$ cat src/rtl/hfosc_sequencer_if.sv
// PMU-facing request/status bundle of the HF oscillator sequencer.
// master = PMU/core side driving requests, slave = the sequencer.
interface hfosc_sequencer_if;
  logic clkhf_powerup;
  logic clkhf_enable;
  logic core_idle;
  logic hf_pu;
  logic hf_en;
  logic hf_sel;
  logic core_hold;
  logic busy;

  modport master (
    output clkhf_powerup, clkhf_enable, core_idle,
    input  hf_pu, hf_en, hf_sel, core_hold, busy
  );

  modport slave (
    input  clkhf_powerup, clkhf_enable, core_idle,
    output hf_pu, hf_en, hf_sel, core_hold, busy
  );
endinterface

$ cat src/rtl/hfosc_sequencer.sv
// SB_HFOSC powerup/settle/switch sequencer with glitch-free core clock select; optional HFOSC_ONTIME_EN on-time counter.
// Latency: 2 clk of request synchronization, then one registered FSM step; outputs are registered state decodes.
// No backpressure: the PMU request is level-sensitive, and core_hold stalls the core across every select change.
module hfosc_sequencer #(
  parameter int unsigned PU_CYCLES     = 4,
  parameter int unsigned SETTLE_CYCLES = 8,
  parameter int unsigned CNT_W         = 8
) (
  input  logic               clk,
  input  logic               reset,
  hfosc_sequencer_if.slave   bus
`ifdef HFOSC_ONTIME_EN
  ,
  input  logic               ontime_clr,
  output logic [31:0]        hf_ontime
`endif
);

  localparam logic [2:0] OFF    = 3'd0;
  localparam logic [2:0] PWRUP  = 3'd1;
  localparam logic [2:0] SETTLE = 3'd2;
  localparam logic [2:0] RUN    = 3'd3;
  localparam logic [2:0] DRAIN  = 3'd4;
  localparam logic [2:0] PWRDN  = 3'd5;

  localparam logic [CNT_W-1:0] PU_LAST     = CNT_W'(PU_CYCLES - 1);
  localparam logic [CNT_W-1:0] SETTLE_LAST = CNT_W'(SETTLE_CYCLES - 1);
  localparam logic [CNT_W-1:0] CNT_MAX     = '1;

  logic             req_m, req_s;
  logic             idle_m, idle_s;
  logic [2:0]       state, nxt;
  logic [CNT_W-1:0] cnt;

  always_ff @(posedge clk) begin
    if (reset) begin
      req_m  <= 1'b0;
      req_s  <= 1'b0;
      idle_m <= 1'b0;
      idle_s <= 1'b0;
    end else begin
      req_m  <= bus.clkhf_powerup & bus.clkhf_enable;
      req_s  <= req_m;
      idle_m <= bus.core_idle;
      idle_s <= idle_m;
    end
  end

  // A dropped request beats counter expiry while the oscillator is still warming up.
  always_comb begin
    nxt = state;
    case (state)
      OFF:     if (req_s) nxt = PWRUP;
      PWRUP:   if (!req_s) nxt = PWRDN;
               else if (cnt == PU_LAST) nxt = SETTLE;
      SETTLE:  if (!req_s) nxt = PWRDN;
               else if (cnt == SETTLE_LAST) nxt = RUN;
      RUN:     if (!req_s) nxt = DRAIN;
      DRAIN:   if (req_s) nxt = RUN;
               else if (idle_s) nxt = PWRDN;
      PWRDN:   nxt = OFF;
      default: nxt = OFF;
    endcase
  end

  // Outputs decode the next state so they change on the same edge as the state.
  always_ff @(posedge clk) begin
    if (reset) begin
      state         <= OFF;
      cnt           <= '0;
      bus.hf_pu     <= 1'b0;
      bus.hf_en     <= 1'b0;
      bus.hf_sel    <= 1'b0;
      bus.core_hold <= 1'b0;
      bus.busy      <= 1'b0;
    end else begin
      state <= nxt;
      if (nxt != state)
        cnt <= '0;
      else if (cnt != CNT_MAX)
        cnt <= cnt + 1'b1;
      bus.hf_pu     <= (nxt != OFF);
      bus.hf_en     <= (nxt == SETTLE) || (nxt == RUN) || (nxt == DRAIN);
      bus.hf_sel    <= (nxt == RUN) || (nxt == DRAIN);
      bus.core_hold <= (nxt == SETTLE) || (nxt == DRAIN) || (nxt == PWRDN) ||
                       ((nxt == RUN) && (state != RUN));
      bus.busy      <= (nxt != OFF) && (nxt != RUN);
    end
  end

`ifdef HFOSC_ONTIME_EN
  always_ff @(posedge clk) begin
    if (reset || ontime_clr)
      hf_ontime <= '0;
    else if (bus.hf_en && (hf_ontime != 32'hFFFF_FFFF))
      hf_ontime <= hf_ontime + 32'd1;
  end
`endif

endmodule

$ cat src/flat_wrapper.sv
// flat-port wrapper written by rule: the top's interface ports become plain ports
module hfosc_sequencer_flat 
#(
  parameter int unsigned PU_CYCLES     = 4,
  parameter int unsigned SETTLE_CYCLES = 8,
  parameter int unsigned CNT_W         = 8
)
  (clk, reset, bus_clkhf_powerup, bus_clkhf_enable, bus_core_idle, bus_hf_pu, bus_hf_en, bus_hf_sel, bus_core_hold, bus_busy);
  hfosc_sequencer_if bus_i ();
  input  logic clk;
  input  logic reset;
  input wire logic [$bits(bus_i.clkhf_powerup)-1:0] bus_clkhf_powerup;
  input wire logic [$bits(bus_i.clkhf_enable)-1:0] bus_clkhf_enable;
  input wire logic [$bits(bus_i.core_idle)-1:0] bus_core_idle;
  output wire logic [$bits(bus_i.hf_pu)-1:0] bus_hf_pu;
  output wire logic [$bits(bus_i.hf_en)-1:0] bus_hf_en;
  output wire logic [$bits(bus_i.hf_sel)-1:0] bus_hf_sel;
  output wire logic [$bits(bus_i.core_hold)-1:0] bus_core_hold;
  output wire logic [$bits(bus_i.busy)-1:0] bus_busy;
  assign bus_i.clkhf_powerup = bus_clkhf_powerup;
  assign bus_i.clkhf_enable = bus_clkhf_enable;
  assign bus_i.core_idle = bus_core_idle;
  assign bus_hf_pu = bus_i.hf_pu;
  assign bus_hf_en = bus_i.hf_en;
  assign bus_hf_sel = bus_i.hf_sel;
  assign bus_core_hold = bus_i.core_hold;
  assign bus_busy = bus_i.busy;
  hfosc_sequencer #(.PU_CYCLES(PU_CYCLES), .SETTLE_CYCLES(SETTLE_CYCLES), .CNT_W(CNT_W)) u_core (.clk(clk), .reset(reset), .bus(bus_i));
endmodule
$ cat config.mk
export PLATFORM = sky130hd
export DESIGN_NAME = hfosc_sequencer_flat
export DESIGN_NICKNAME = d
export VERILOG_FILES = /design/src/rtl/hfosc_sequencer_if.sv /design/src/rtl/hfosc_sequencer.sv /design/src/flat_wrapper.sv
export SDC_FILE = /design/constraint.sdc
export NUM_CORES = 1
export LEC_CHECK = 0
export CORE_MARGIN = 2
export CORE_UTILIZATION = 40
export CTS_CLUSTER_SIZE = 40
export DETAILED_ROUTE_END_ITERATION = 12
export GPL_TIMING_DRIVEN = 1
export PLACE_DENSITY_LB_ADDON = 0.25
export SLEW_MARGIN = 20
export SYNTH_ARGS = -nofsm -noshare
export SYNTH_HDL_FRONTEND = slang
export SYNTH_SLANG_ARGS = --single-unit
$ cat constraint.sdc
create_clock -name clk -period 5 [get_ports clk]
set_clock_uncertainty 0.1 [all_clocks]
set_input_delay 1 -clock clk [delete_from_list [all_inputs] [get_ports clk]]
set_output_delay 1 -clock clk [all_outputs]
set_load 0.1 [all_outputs]
==> results of run 1 <==
[flip-flops by register name, indices dropped and copies added, names as in the netlist]
register / flops
u_core.bus.hf_pu: 1
u_core.cnt: 8
u_core.bus.core_hold: 1
u_core.bus.hf_en: 1
u_core.idle_s: 1
u_core.req_m: 1
u_core.state: 3
u_core.idle_m: 1
u_core.req_s: 1
u_core.bus.hf_sel: 1
u_core.bus.busy: 1
[kinds of logic (layout without fill, tap and decap cells)]
logic type	count (synthesis)	count (layout)
multiplexers	3	3
AO/OA/AOI/OAI	20	20
flip-flops	20	20
AND/OR/NAND/NOR	46	46
adder cells (fa/ha/maj)	1	1
buffers and inverters	7	14
XOR/XNOR	5	5
[final cells by class]
class / instances / area (µm²)
multi-input cells: 75 / 516.7
clock inverters: 1 / 30.03
clock buffers: 3 / 22.52
inverters: 1 / 3.754
fillers: 234 / 1156
well taps: 28 / 35.03
flip-flops and latches: 20 / 400.4
repair buffers: 9 / 90.09
[power by group]
part	internal [mW]	switching (mW)	leakage, nW
combinational	0.0198	0.0378	0.210
clock	0.0809	0.0488	0.0279
sequential	0.167	0.00725	0.163
total	0.268	0.0939	0.401
[cells in the final DEF, fill, tap and decap left out, types with 2 or more instances in the layout]
cell type and count:
dfxtp_1 20, nor2_1 15, clkdlybuf4s50_1 9, nand2_1 7
nor2b_1 4, a21oi_1 3, nand2b_1 3, a211oi_2 3
xnor2_1 3, clkbuf_4 3, nand3_1 2, xor2_1 2
nor3_2 2, o21ai_1 2, nor3_1 2, mux2i_1 2
[final timing paths]
| check | start | end |
|---|---|---|
| hold / removal | u_core.req_m | u_core.req_s |
| hold reg to reg | u_core.req_m | u_core.req_s |
| setup / recovery | u_core.bus.hf_sel | bus_hf_sel |
| setup reg to reg | u_core.cnt[0] | u_core.bus.busy |
[layer usage]
metal | part of all wire [%] | GRT usage (%) | up-vias
met1 | 50 | 19.28 | 323
met4 | 1.0 | 7.692 | 0
met2 | 45 | 21.19 | 8
met5 | 0 | 0 | -
li1 | - | - | 373
met3 | 3.1 | 3.672 | 2
==> tab_implementation.tex, run 1 <==
\begin{tabular}{lr}
\hline
Metric & Value \\
\hline
\multicolumn{2}{l}{\textbf{Cells and area}} \\
Number of cells in the finished layout apart from fillers & 137 \\
P\&R area growth vs syn & 12.28\% \\
Fraction of layout instances using a drive strength above 1 & 14.68\% \\
Net count reported at finish & 116 \\
Final core area utilization & 48.72\% \\
Post-route cell area & 1099 µm² \\
N\_diodes & 0 \\
\multicolumn{2}{l}{\textbf{Synthesis}} \\
Post-Synthesis Net Count & 108 \\
Post-synthesis cell area & 978.4 µm² \\
Synth Area in XOR/XNOR & 4.476\% \\
Largest cells by area after synthesis & dfxtp\_1 41\%, nor2\_1 5.8\%, a211oi\_2 3.8\% \\
Top-count cell post-synth & dfxtp\_1 \\
Portion of the post-synthesis area used by sequential elements & 40.92\% \\
Most used flip-flop cell after synthesis & dfxtp\_1 \\
Mean instance size in the synthesized netlist & 9.593 µm² \\
Post-synthesis compound-gate area fraction & 17.52\% \\
Combinational family with the most area after synthesis & simple AND/OR/NAND/NOR gates \\
Count of state elements after synthesis & 20 \\
Number of enable-type register cells in the synthesized netlist & 0 \\
Mux cell area share after synthesis & 3.581\% \\
Count of distinct cell types in the synthesized netlist & 45 \\
Ys Warns & 0 \\
Most common library cells after synthesis & 20 x dfxtp\_1, 15 x nor2\_1, 7 x nand2\_1, 4 x nor2b\_1 \\
Post-synthesis simple-gate area fraction & 25.96\% \\
Area share of the leading cell type in the synthesized netlist & 40.92\% \\
Number of cells produced by synthesis & 102 \\
Post-synthesis share of cell area spent on full adders, half adders and majority gates & 1.279\% \\
Area leader, netlist & dfxtp\_1 \\
Fraction of synthesis flops using an asynchronous set or reset pin & 0\% \\
\multicolumn{2}{l}{\textbf{Timing}} \\
Setup violation total in the final timing report & 0 \\
Final worst path period need & 2851 ps \\
Tightest slew margin relative to the limit & 35.25\% \\
Slew at the pin with the worst max-slew slack & 968.1 ps \\
Final period utilization & 57.01\% \\
Setup ws final & 2149 ps \\
RSZ-0062 raised after global routing & false \\
Setup Total Neg Slack & 0 ps \\
Hold Violations, Final & 0 \\
Highest clock rate & 350.8 MHz \\
Pins Over Slew Limit & 0 \\
Post-route worst hold slack & 348.1 ps \\
\multicolumn{2}{l}{\textbf{Clock tree}} \\
Max Buffers Root-to-Sink & 2 \\
Total clock buffers created by CTS & 3 \\
CTS H-tree lvls & 1 \\
Total number of clock tree sinks & 20 \\
TritonCTS clock tree & yes \\
Post-CTS Resized & 0 \\
Clock insertion delay at the later pin of the skew report & 290 ps \\
Worst-path clk slew & 110 ps \\
Number of hold buffers added after cts & 0 \\
Buffer type at the clock tree root & clkbuf\_4 \\
Post-CTS Setup Bufs & 0 \\
\multicolumn{2}{l}{\textbf{Floorplan}} \\
Num ports & 10 \\
Die height & 53.46 µm \\
Total core area & 2255 µm² \\
Core Rows & 17 \\
Die outline width & 53.46 µm \\
Overall die area & 2858 µm² \\
Effective utilization at floorplan & 43.40\% \\
\multicolumn{2}{l}{\textbf{Placement}} \\
Standard cell area after detailed placement & 1046 µm² \\
Number of port buffers & 9 \\
Final HPWL DP & 1208 µm \\
Weighted congestion reported at the end of routability-driven placement & 0.8378 \\
Cells after DPL & 133 \\
Pre-CTS setup slack & 2436 ps \\
\multicolumn{2}{l}{\textbf{Critical path}} \\
Chain of cells forming the critical path & clkdlybuf4s50\_1 \\
Required time of the worst setup path & 3900 ps \\
Critical Path Start Type & flop \\
Depth of the worst register-to-register path & 6 \\
Worst setup EP type & primary output \\
Worst-path maximum fanout & 1 \\
Slowest cell on the critical path & clkdlybuf4s50\_1 \\
Count of cell instances traversed by the critical path & 1 \\
Worst Path Class, Setup & reg2out \\
Data arrival time of the critical path & 1750 ps \\
Total buffers and inverters traversed by the critical path & 1 \\
Top delay family on crit path & buffers and inverters \\
Setup slack of the most critical reg-to-reg path & 2890 ps \\
Largest stage delay on the critical path & 1130 ps \\
\multicolumn{2}{l}{\textbf{Global route}} \\
Pin count of the biggest net entering global routing & 13 \\
Via count of the first global-routing pass & 659 \\
GRT Overall Usage & 14.50\% \\
Total congestion overflow after global routing & 0 \\
Antenna violations before repair & 0 \\
First-pass GRT wire length & 2946 µm \\
\multicolumn{2}{l}{\textbf{Routing}} \\
Total via count after detailed routing & 706 \\
Via-per-instance ratio & 5.153 \\
Number of routed nets with antenna violations & 0 \\
Total routed wirelength & 1637 µm \\
Drt pass-1 iters & 4 \\
Number of DRC markers after the initial detailed-route iteration & 6 \\
Wire per inst & 11.95 µm \\
Number of design rule violations left after detail routing & 0 \\
\multicolumn{2}{l}{\textbf{Status}} \\
Outcome & completed \\
\multicolumn{2}{l}{\textbf{Power}} \\
Peak ir drop on the vdd network & 180.9 µV \\
Total power & 361.8 µW \\
Power density over the cells & 329.3 nW/µm² \\
Leakage power summed over all cells & 0.4012 nW \\
\multicolumn{2}{l}{\textbf{Flow run}} \\
Total of max-cap violations & 0 \\
\multicolumn{2}{l}{\textbf{Hold path}} \\
Kind of path behind the tightest hold check & reg2reg \\
Cell count of the worst hold path & 1 \\
\hline
\end{tabular}
No activity file was read; power rests on OpenSTA's default activity.
==> run 2: changes to the inputs <==
Clock period 5 ns to 2.7 ns, I/O delays scaled along.
==> run 2 against run 1 <==
Wire length grew 2.0%. Setup slack lost 1500 ps. Sequential power grew 86%. Sequential share of layout area grew 0.98 points. Via count grew 3.0%. Global-route usage shrank 0.63 points. Critical path depth grew 5. Clock power grew 34%. First-iteration DRC count shrank 17%. Critical endpoint is now u_core.bus.busy. Largest cell class unchanged.
==> tab_implementation.tex, run 2 (same netlist as run 1, synthesis figures left out) <==
\begin{tabular}{lr}
\hline
Metric & Value \\
\hline
\multicolumn{2}{l}{\textbf{Cells and area}} \\
Largest Register & u\_core.cnt \\
Commonest non-fill, non-tap cells in the layout & 20 x dfxtp\_1, 15 x nor2\_1, 7 x nand2\_1, 5 x buf\_4 \\
Fraction of layout instances using a drive strength above 1 & 19.27\% (+4.6 points) \\
Layout fillers & 233 (-0.43\%) \\
Most common library cell in the layout ignoring fill and taps & dfxtp\_1 \\
Post-route cell area & 1070 µm² (-2.6\%) \\
Biggest registers after layout & u\_core.cnt: 8 flops, u\_core.state: 3 flops \\
Sequential cell area in the final layout & 400.4 µm² (unchanged) \\
Area of the multi-input gates & 516.7 µm² (unchanged) \\
Net count reported at finish & 116 (unchanged) \\
N\_diodes & 0 (unchanged) \\
P\&R area growth vs syn & 9.335\% \\
Number of flip-flops in the largest register & 8 (unchanged) \\
\multicolumn{2}{l}{\textbf{Hold path}} \\
Worst hold start & u\_core.idle\_m \\
Kind of path behind the tightest hold check & reg2reg \\
\multicolumn{2}{l}{\textbf{Timing}} \\
Final period utilization & 76.95\% \\
Highest clock rate & 481.3 MHz \\
Slew at the pin with the worst max-slew slack & 457.7 ps (-510.4 ps) \\
Pins Over Slew Limit & 0 (unchanged) \\
RSZ-0062 raised after global routing & false \\
Tightest slew margin relative to the limit & 69.39\% (+34 points) \\
Hold Violations, Final & 0 (unchanged) \\
Final worst path period need & 2078 ps \\
Setup violation total in the final timing report & 0 (unchanged) \\
Setup Total Neg Slack & 0 ps (unchanged) \\
\multicolumn{2}{l}{\textbf{Critical path}} \\
Data arrival time of the critical path & 2190 ps (+440 ps) \\
Critical Path Start Type & flop \\
Worst-path maximum fanout & 9 (+8) \\
Worst Path Class, Setup & reg2reg \\
Startpoint of the worst setup timing path & u\_core.cnt[0] \\
Chain of cells forming the critical path & ha\_1 > nor3b\_1 > nand3\_1 > a211oi\_2 > a31oi\_2 > o21a\_1 \\
Launch point of the worst reg-to-reg path & u\_core.cnt[0] \\
Slowest cell on the critical path & a211oi\_2 \\
Required time of the worst setup path & 2810 ps (-1090 ps) \\
Worst setup EP type & flop \\
Largest stage delay on the critical path & 440 ps (-690 ps) \\
\multicolumn{2}{l}{\textbf{Placement}} \\
Weighted congestion reported at the end of routability-driven placement & 0.7456 (-11\%) \\
Number of port buffers & 9 (unchanged) \\
Standard cell area after detailed placement & 1033 µm² (-1.2\%) \\
Final HPWL DP & 1229 µm (+1.8\%) \\
\multicolumn{2}{l}{\textbf{Floorplan}} \\
Die outline width & 53.46 µm (unchanged) \\
Total core area & 2255 µm² (unchanged) \\
Die height & 53.46 µm (unchanged) \\
Core Rows & 17 (unchanged) \\
Overall die area & 2858 µm² (unchanged) \\
Num ports & 10 (unchanged) \\
Effective utilization at floorplan & 43.40\% (unchanged) \\
\multicolumn{2}{l}{\textbf{Clock tree}} \\
Buffer type at the clock tree root & clkbuf\_4 \\
Total clock buffers created by CTS & 3 (unchanged) \\
Total number of clock tree sinks & 20 (unchanged) \\
Post-CTS Resized & 0 (unchanged) \\
Post-CTS Setup Bufs & 0 (unchanged) \\
Number of hold buffers added after cts & 0 (unchanged) \\
Max Buffers Root-to-Sink & 2 (unchanged) \\
Clock insertion delay at the later pin of the skew report & 300 ps (about the same) \\
CTS H-tree lvls & 1 (unchanged) \\
Worst-path clk slew & 110 ps (about the same) \\
TritonCTS clock tree & yes \\
\multicolumn{2}{l}{\textbf{Power}} \\
Logic pwr share & 17.4\% (+1.5 points) \\
Peak ir drop on the vdd network & 318.9 µV (+76\%) \\
Leakage power summed over all cells & 0.4037 nW (+0.65\%) \\
Net Sw Frac & 29.15\% (+3.2 points) \\
Portion of total power attributed to the clock network & 28.9\% (-7.0 points) \\
Power density over the cells & 563.0 nW/µm² (+71\%) \\
Internal power component & 426.7 µW (+59\%) \\
P\_sw & 175.6 µW (+87\%) \\
Sequential power share & 53.8\% (+5.6 points) \\
\multicolumn{2}{l}{\textbf{Routing}} \\
Wire per inst & 12.18 µm (+2.0\%) \\
Number of design rule violations left after detail routing & 0 (unchanged) \\
Total routed wirelength & 1669 µm (+2.0\%) \\
Number of routed nets with antenna violations & 0 (unchanged) \\
Via-per-instance ratio & 5.307 (+3.0\%) \\
Total via count after detailed routing & 727 (+3.0\%) \\
Number of DRC markers after the initial detailed-route iteration & 5 (-1) \\
Drt pass-1 iters & 4 (unchanged) \\
\multicolumn{2}{l}{\textbf{Global route}} \\
Antenna violations before repair & 0 (unchanged) \\
First-pass GRT wire length & 2835 µm (-3.8\%) \\
Total congestion overflow after global routing & 0 (unchanged) \\
GRT Overall Usage & 13.86\% (-0.63 points) \\
Via count of the first global-routing pass & 686 (+4.1\%) \\
Pin count of the biggest net entering global routing & 13 (unchanged) \\
\multicolumn{2}{l}{\textbf{Flow run}} \\
Total of max-cap violations & 0 (unchanged) \\
\multicolumn{2}{l}{\textbf{Status}} \\
Outcome & completed \\
\hline
\end{tabular}
## run 2: cell count changes in the layout (fill, tap and decap cells not counted), sizes merged
| cell | before | now |
|---|---|---|
| buf | 0 | 5 |
| clkdlybuf4s50 | 9 | 4 |
| bufinv | 1 | 0 |
| clkbuf | 3 | 4 |
## run 2: critical path: cells and delay by family (launching register included)
kind,cells,cell delay [ps]
flip-flops,1,410
AND/OR/NAND/NOR,2,400
adder cells (fa/ha/maj),1,350
AO/OA/AOI/OAI,3,730
## run 2: power groups by stage
stage | Combinational [mW] | Sequential, mW | Clock, mW
after floorplan | 0.0550 | 0.362 | 0
after global placement | 0.103 | 0.329 | 0
after detailed placement | 0.105 | 0.330 | 0
after CTS | 0.106 | 0.324 | 0.180
after global routing | 0.112 | 0.326 | 0.195
final | 0.105 | 0.324 | 0.174
## run 2: metrics by stage
step	utilization, %	total power, mW	worst slack, ps	hold WS (ps)	instances
2_1_floorplan	-	0.4171	888.8	313.8	102
3_5_place_dp	45.84	0.4359	593.1	322.3	133
6_report	47.45	0.6023	622.3	347.1	137
4_1_cts	47.45	0.6089	610.9	350.9	137
3_3_place_gp	45.84	0.4325	637.2	317.6	133
5_1_grt	47.45	0.6336	417.7	373.6	137
## run 2: worst paths after layout
check | to | slack, ps | depth (start not counted)
max | u_core.bus.busy | 620 | 6
min reg2reg | u_core.idle_s | 350 | 1
max reg2reg | u_core.bus.busy | 620 | 6
min | u_core.idle_s | 350 | 1
## run 2: per-layer routing
| metal | GRT usage [%] | share of wire, % | up-vias |
|---|---|---|---|
| met3 | 4.237 | 3.4 | 2 |
| li1 | - | - | 374 |
| met2 | 22.43 | 47 | 8 |
| met4 | 5.128 | 0.54 | 0 |
| met1 | 17.10 | 49 | 343 |
| met5 | 0 | 0 | - |
## run 2: layout make-up
| class | instances | area share [%] |
|---|---|---|
| multi-input cells | 75 | 48.30 |
| flip-flops and latches | 20 | 37.43 |
| repair buffers | 9 | 7.251 |
| clock buffers | 4 | 3.392 |
| well taps | 28 | 3.275 |
| inverters | 1 | 0.3509 |
